**src/rtl/alu_input_loader.sv**
```systemverilog
`default_nettype none
// ============================================================================
// Module   : alu_input_loader
// Purpose  : Loads ALU operands A and B and a 2-bit opcode from 16 slide
//            switches. Two bouncing pushbuttons (enter, clear) are
//            synchronized and debounced. A small sequencer steps through the
//            operand halves, and the completed set is committed to the
//            outputs in a single atomic load.
// Revision : 1.0  initial release
// ----------------------------------------------------------------------------
// Ports
//   clk        in   1      single rising-edge clock
//   reset      in   1      asynchronous, active-low reset
//   switches   in   16     operand / opcode entry value (quasi-static)
//   btn_enter  in   1      raw pushbutton, active-high, bouncing
//   btn_clear  in   1      raw pushbutton, active-high, bouncing
//   A          out  WIDTH  committed operand A
//   B          out  WIDTH  committed operand B
//   OpCode     out  2      committed ALU opcode
//   valid      out  1      high while the committed set is shown (SHOW)
//   step       out  3      current sequencer state code, for the LEDs
// ============================================================================
module alu_input_loader #(
    parameter int WIDTH           = 32,        // 16 or 32
    parameter int DEBOUNCE_CYCLES = 1_000_000  // minimum 2
) (
    input  logic             clk,
    input  logic             reset,
    input  logic [15:0]      switches,
    input  logic             btn_enter,
    input  logic             btn_clear,
    output logic [WIDTH-1:0] A,
    output logic [WIDTH-1:0] B,
    output logic [1:0]       OpCode,
    output logic             valid,
    output logic [2:0]       step
);

    localparam int               CNT_W    = $clog2(DEBOUNCE_CYCLES);
    localparam logic [CNT_W-1:0] CNT_LAST = CNT_W'(DEBOUNCE_CYCLES - 1);
    localparam bit               HAS_HI   = (WIDTH == 32);

    // ------------------------------------------------------------------
    // Button conditioning. Index 0 = enter, index 1 = clear.
    // ------------------------------------------------------------------
    logic [1:0]       raw;
    logic [1:0]       sync_1;
    logic [1:0]       sync_2;
    logic [1:0]       level;
    logic [1:0]       press;
    logic [CNT_W-1:0] cnt [2];

    assign raw = {btn_clear, btn_enter};

    // The counter measures how long the synchronized value has disagreed
    // with the debounced level; any agreeing cycle restarts it. The level
    // flips on the DEBOUNCE_CYCLES-th consecutive disagreeing cycle, and a
    // one-cycle press pulse is registered only when it flips to 1.
    always_ff @(posedge clk or negedge reset) begin
        if (!reset) begin
            sync_1 <= '0;
            sync_2 <= '0;
            level  <= '0;
            press  <= '0;
            cnt[0] <= '0;
            cnt[1] <= '0;
        end else begin
            sync_1 <= raw;
            sync_2 <= sync_1;
            for (int i = 0; i < 2; i++) begin
                press[i] <= 1'b0;
                if (sync_2[i] == level[i]) begin
                    cnt[i] <= '0;
                end else if (cnt[i] == CNT_LAST) begin
                    cnt[i]   <= '0;
                    level[i] <= ~level[i];
                    press[i] <= ~level[i];
                end else begin
                    cnt[i] <= cnt[i] + 1'b1;
                end
            end
        end
    end

    logic enter_evt;
    logic clear_evt;

    assign enter_evt = press[0];
    assign clear_evt = press[1];

    // ------------------------------------------------------------------
    // Load sequencer
    // ------------------------------------------------------------------
    typedef enum logic [2:0] {
        A_LO = 3'd0,
        A_HI = 3'd1,
        B_LO = 3'd2,
        B_HI = 3'd3,
        OP   = 3'd4,
        SHOW = 3'd5
    } state_t;

    state_t      state;
    logic [15:0] a_lo;
    logic [15:0] a_hi;
    logic [15:0] b_lo;
    logic [15:0] b_hi;
    logic [31:0] a_full;
    logic [31:0] b_full;

    assign a_full = {a_hi, a_lo};
    assign b_full = {b_hi, b_lo};
    assign step   = state;

    // In the 16-bit build the HI states are skipped entirely.
    function automatic state_t next_state(input state_t s);
        case (s)
            A_LO:    next_state = HAS_HI ? A_HI : B_LO;
            A_HI:    next_state = B_LO;
            B_LO:    next_state = HAS_HI ? B_HI : OP;
            B_HI:    next_state = OP;
            OP:      next_state = SHOW;
            default: next_state = A_LO;
        endcase
    endfunction

    // Clear is tested first so that it wins over a simultaneous enter.
    // The opcode is captured in OP, which is also the commit edge, so it
    // goes straight to OpCode alongside the staged operands; no separate
    // staging register is needed to keep the commit atomic.
    always_ff @(posedge clk or negedge reset) begin
        if (!reset) begin
            state  <= A_LO;
            a_lo   <= '0;
            a_hi   <= '0;
            b_lo   <= '0;
            b_hi   <= '0;
            A      <= '0;
            B      <= '0;
            OpCode <= '0;
            valid  <= 1'b0;
        end else if (clear_evt) begin
            state <= A_LO;
            a_lo  <= '0;
            a_hi  <= '0;
            b_lo  <= '0;
            b_hi  <= '0;
            valid <= 1'b0;
        end else if (enter_evt) begin
            case (state)
                A_LO: a_lo <= switches;
                A_HI: a_hi <= switches;
                B_LO: b_lo <= switches;
                B_HI: b_hi <= switches;
                OP: begin
                    A      <= a_full[WIDTH-1:0];
                    B      <= b_full[WIDTH-1:0];
                    OpCode <= switches[1:0];
                end
                default: ;
            endcase
            state <= next_state(state);
            valid <= (next_state(state) == SHOW);
        end
    end

endmodule
`default_nettype wire

```
**config.mk**
```make
export PLATFORM = sky130hd
export DESIGN_NAME = alu_input_loader
export DESIGN_NICKNAME = d
export VERILOG_FILES = /design/src/rtl/alu_input_loader.sv
export SDC_FILE = /design/constraint.sdc
export NUM_CORES = 1
export LEC_CHECK = 0
export ABC_AREA = 1
export CORE_MARGIN = 4
export CORE_UTILIZATION = 40
export DETAILED_ROUTE_END_ITERATION = 8
export PLACE_DENSITY_LB_ADDON = 0.15
export SLEW_MARGIN = 0
export SYNTH_ARGS = -nofsm -noshare
export SYNTH_HDL_FRONTEND = slang
export SYNTH_SLANG_ARGS = --single-unit
```
**constraint.sdc**
```tcl
create_clock -name clk -period 1.9 [get_ports clk]
set_input_delay 0.19 -clock clk [delete_from_list [all_inputs] [get_ports clk]]
set_output_delay 0.19 -clock clk [all_outputs]
set_load 0.02 [all_outputs]
```
==> key figures <==
Clock tree
  • CTS tree: built
  • H-Tree Level Count: 4
  • Clock Tree Buf Depth: 2
  • Num CTS Buffers: 17
  • Root buffer cell: clkbuf_16
  • Clock-pin slew on the worst setup and hold paths: around 70 ps
  • Skew-Pair Late Insertion Delay: 430 ps
  • Clk sinks: 182

Routing
  • DRC Markers: 0
  • Wirelength per Cell: between 10 and 15 um
  • WL final: 17.0 mm
  • DRT Pass-1 Iters: 5
  • Post-route ant nets: 0
  • Total number of vias: about 5,500
  • DR iter-0 viols: 263
  • Vias per cell: 4.60

Global routing
  • GRT met3 Usage: under 10%
  • First-pass GRT wire length: 28.7 mm
  • Initial antenna violation count: 0
  • Largest net degree at the start of global routing: 57
  • GR peak layer: met2
  • Total GRT Usage: 16.9%
  • Met1 GRT Util: about a quarter
  • Total grt overflow: 0
  • Vias in the first global route: 5,369
  • Met2 Use GR: 25.9%

Synth
  • Cell taking the most area after synthesis: dfrtp_1
  • Synthesized area per cell: 8.99 um^2
  • Post-synth top flop: dfrtp_1
  • Number of synthesized flops with an enable pin: 0
  • Distinct cell type count after synthesis: 27
  • Post-Syn Area: 7580 um^2
  • Flops & latches, synth: around 180
  • Ys Warns: 0
  • Async SR Flop Fraction: 100%
  • Count leader, synth: nand2_1
  • Commonest cells post-synth: nand2_1, dfrtp_1, inv_1
  • Syn Inst Count: 844
  • Top cells by area, synth: dfrtp_1, nand2_1, o21ai_1
  • Sequential share of the synthesized area: 60.1%
  • Synthesized net count: a little under 900
  • Post-synth top area share: 60.1%

Setup path
  • CP Capture Type: primary output
  • CP bufs+invs: 1
  • FF-to-FF End: a_hi[10]
  • Crit Path Category: reg2out
  • Top Family by Delay on Critical Path: buffers and inverters
  • Reg2Reg Setup Slack: 320 ps
  • R2R Path Start: press[0]
  • WP data required: 1710 ps
  • CP max stage delay: ~700 ps
  • Cells along the critical path: clkdlybuf4s50_1
  • Arrival @ worst endpoint: 1610 ps
  • Register-to-Register Path Depth: 6
  • Startpoint types: flip-flop
  • Max FO, Critical Path: 7
  • Worst path slowest cell: clkdlybuf4s50_1

Power and ir drop
  • Pwr/cell area: roughly 840 nW/um^2
  • Total power: 7900 uW
  • Lkg Pwr: 0.00454 uW
  • Worst VDD drop: 617 uV

Placed design
  • Pre-CTS setup slack: 322 ps
  • Buffers on Ports: 89
  • Routability Congestion: 0.866
  • Hpwl dp: 11.9 mm

Timing
  • RSZ-0062 raised after global routing: false
  • F_max: between 500 and 600 MHz
  • Slew headroom: around 62%
  • Crit share post-route: 94.9%
  • Setup TNS: 0 ps
  • Final Hold Violating Endpoints: 0
  • Final clock skew: 6.82 ps
  • Final Slew Violations: 0
  • Worst-Margin Slew: 565 ps
  • Tmin final: 1800 ps
  • Worst Slack Setup Final: 97.7 ps
  • Final-report setup violation count: 0

Floorplan
  • Die height: about 150 um
  • Initial Utilization: 40.5%
  • Die width: 146 um
  • Die area: 21,200 um^2
  • I/O pin total: 90
  • Row count: 50
  • Core region area: 18,700 um^2

Layout
  • Number of fill cells: between 1,500 and 2,000
  • Inserted Diodes: 0
  • Nets: 965
  • Area Overhead vs Synth: 24.3%
  • Share of cells above drive strength 1: under 10%

Worst hold path
  • Hold_sp: btn_enter
  • Hold Crit Depth: 1
  • Hold WC Path Type: in2reg
  • Hold endpoint: sync_1[0]

Job
  • Max cap viols: 0

Outcome
  • Status: complete, no violations
[worst max-delay path by stage]
stage / from / endpoint / slack (ps) / cells past startpoint
5_1_grt: step[0] / step[0] / 40 / 1
3_5_place_dp: step[0] / B[17] / 320 / 5
2_1_floorplan: step[0] / A[0] / 510 / 6
4_1_cts: step[2] / step[2] / 60 / 1
6_report: step[0] / step[0] / 100 / 1
3_3_place_gp: step[0] / B[15] / 370 / 5
[flip-flops by register name, summed over array words and instances, names as in the netlist]
name / cells
A: 32
b_hi: 16
B: 32
a_hi: 16
cnt: 40
OpCode: 2
a_lo: 16
sync_1: 2
step: 3
sync_2: 2
level: 2
valid: 1
press: 2
b_lo: 16
[where the power goes]
| group | switching, uW | leakage (uW) | internal (uW) |
|---|---|---|---|
| clock | 1550 | 0.000297 | 2220 |
| sequential | 10.4 | 0.00218 | 3890 |
| combinational | 157 | 0.00205 | 75.3 |
[repair_timing]
item,4_1_cts,5_1_grt
hold endpoints to repair,50,0
buffers inserted,0,0
endpoints found under the setup margin,0,1
hold buffers,1,0
gates resized for setup,0,1
[cell type report]
class	count	area (um^2)	area share (%)
clock buffer	19	433	4.59
clock inverter	13	194	2.06
inverter	122	458	4.86
multi-input combinational	513	2400	25.5
sequential	182	4550	48.3
tap	234	293	3.11
timing repair buffer	107	1090	11.6
[stage by stage]
step / util (%) / cell area (um^2) / hold WS, ps / std cells
floorplan: - / 7580 / -106 / 844
global placement: 47.0 / 8790 / 213 / 1157
detailed placement: 47.0 / 8790 / 210 / 1157
CTS: 50.4 / 9430 / 180 / 1190
global route: 50.4 / 9430 / 180 / 1190
finish: 50.4 / 9430 / 194 / 1190
[logic make-up after synthesis]
logic type      after synthesis  share of synthesized area [%]
compound gates              140                           9.52
xor+xnor                     20                           2.31
fa+ha+maj                     2                          0.330
buf+inv                     149                           8.38
flops                       182                           60.1
simple gates                351                           19.4
[cells in the final DEF (no fill, tap or decap), drive strengths merged, types with 9 or more instances in the layout]
cell type	netlist	routed
nor3	9	9
nand2	200	200
clkbuf	6	19
dfrtp	182	182
xor2	15	15
nand3	27	27
buf	21	18
o22ai	15	15
o21ai	117	117
clkdlybuf4s50	0	87
nor2	106	106
inv	122	126
[metal layers]
| layer | up-vias | part of all wire, % | wire [um] |
|---|---|---|---|
| li1 | 2851 | - | - |
| met1 | 2532 | 49 | 8350 |
| met2 | 83 | 46 | 7770 |
| met3 | 13 | 3.9 | 664 |
| met4 | 0 | 1.2 | 208 |
| met5 | - | 0 | 0 |
(Power assumes the default switching activity.)
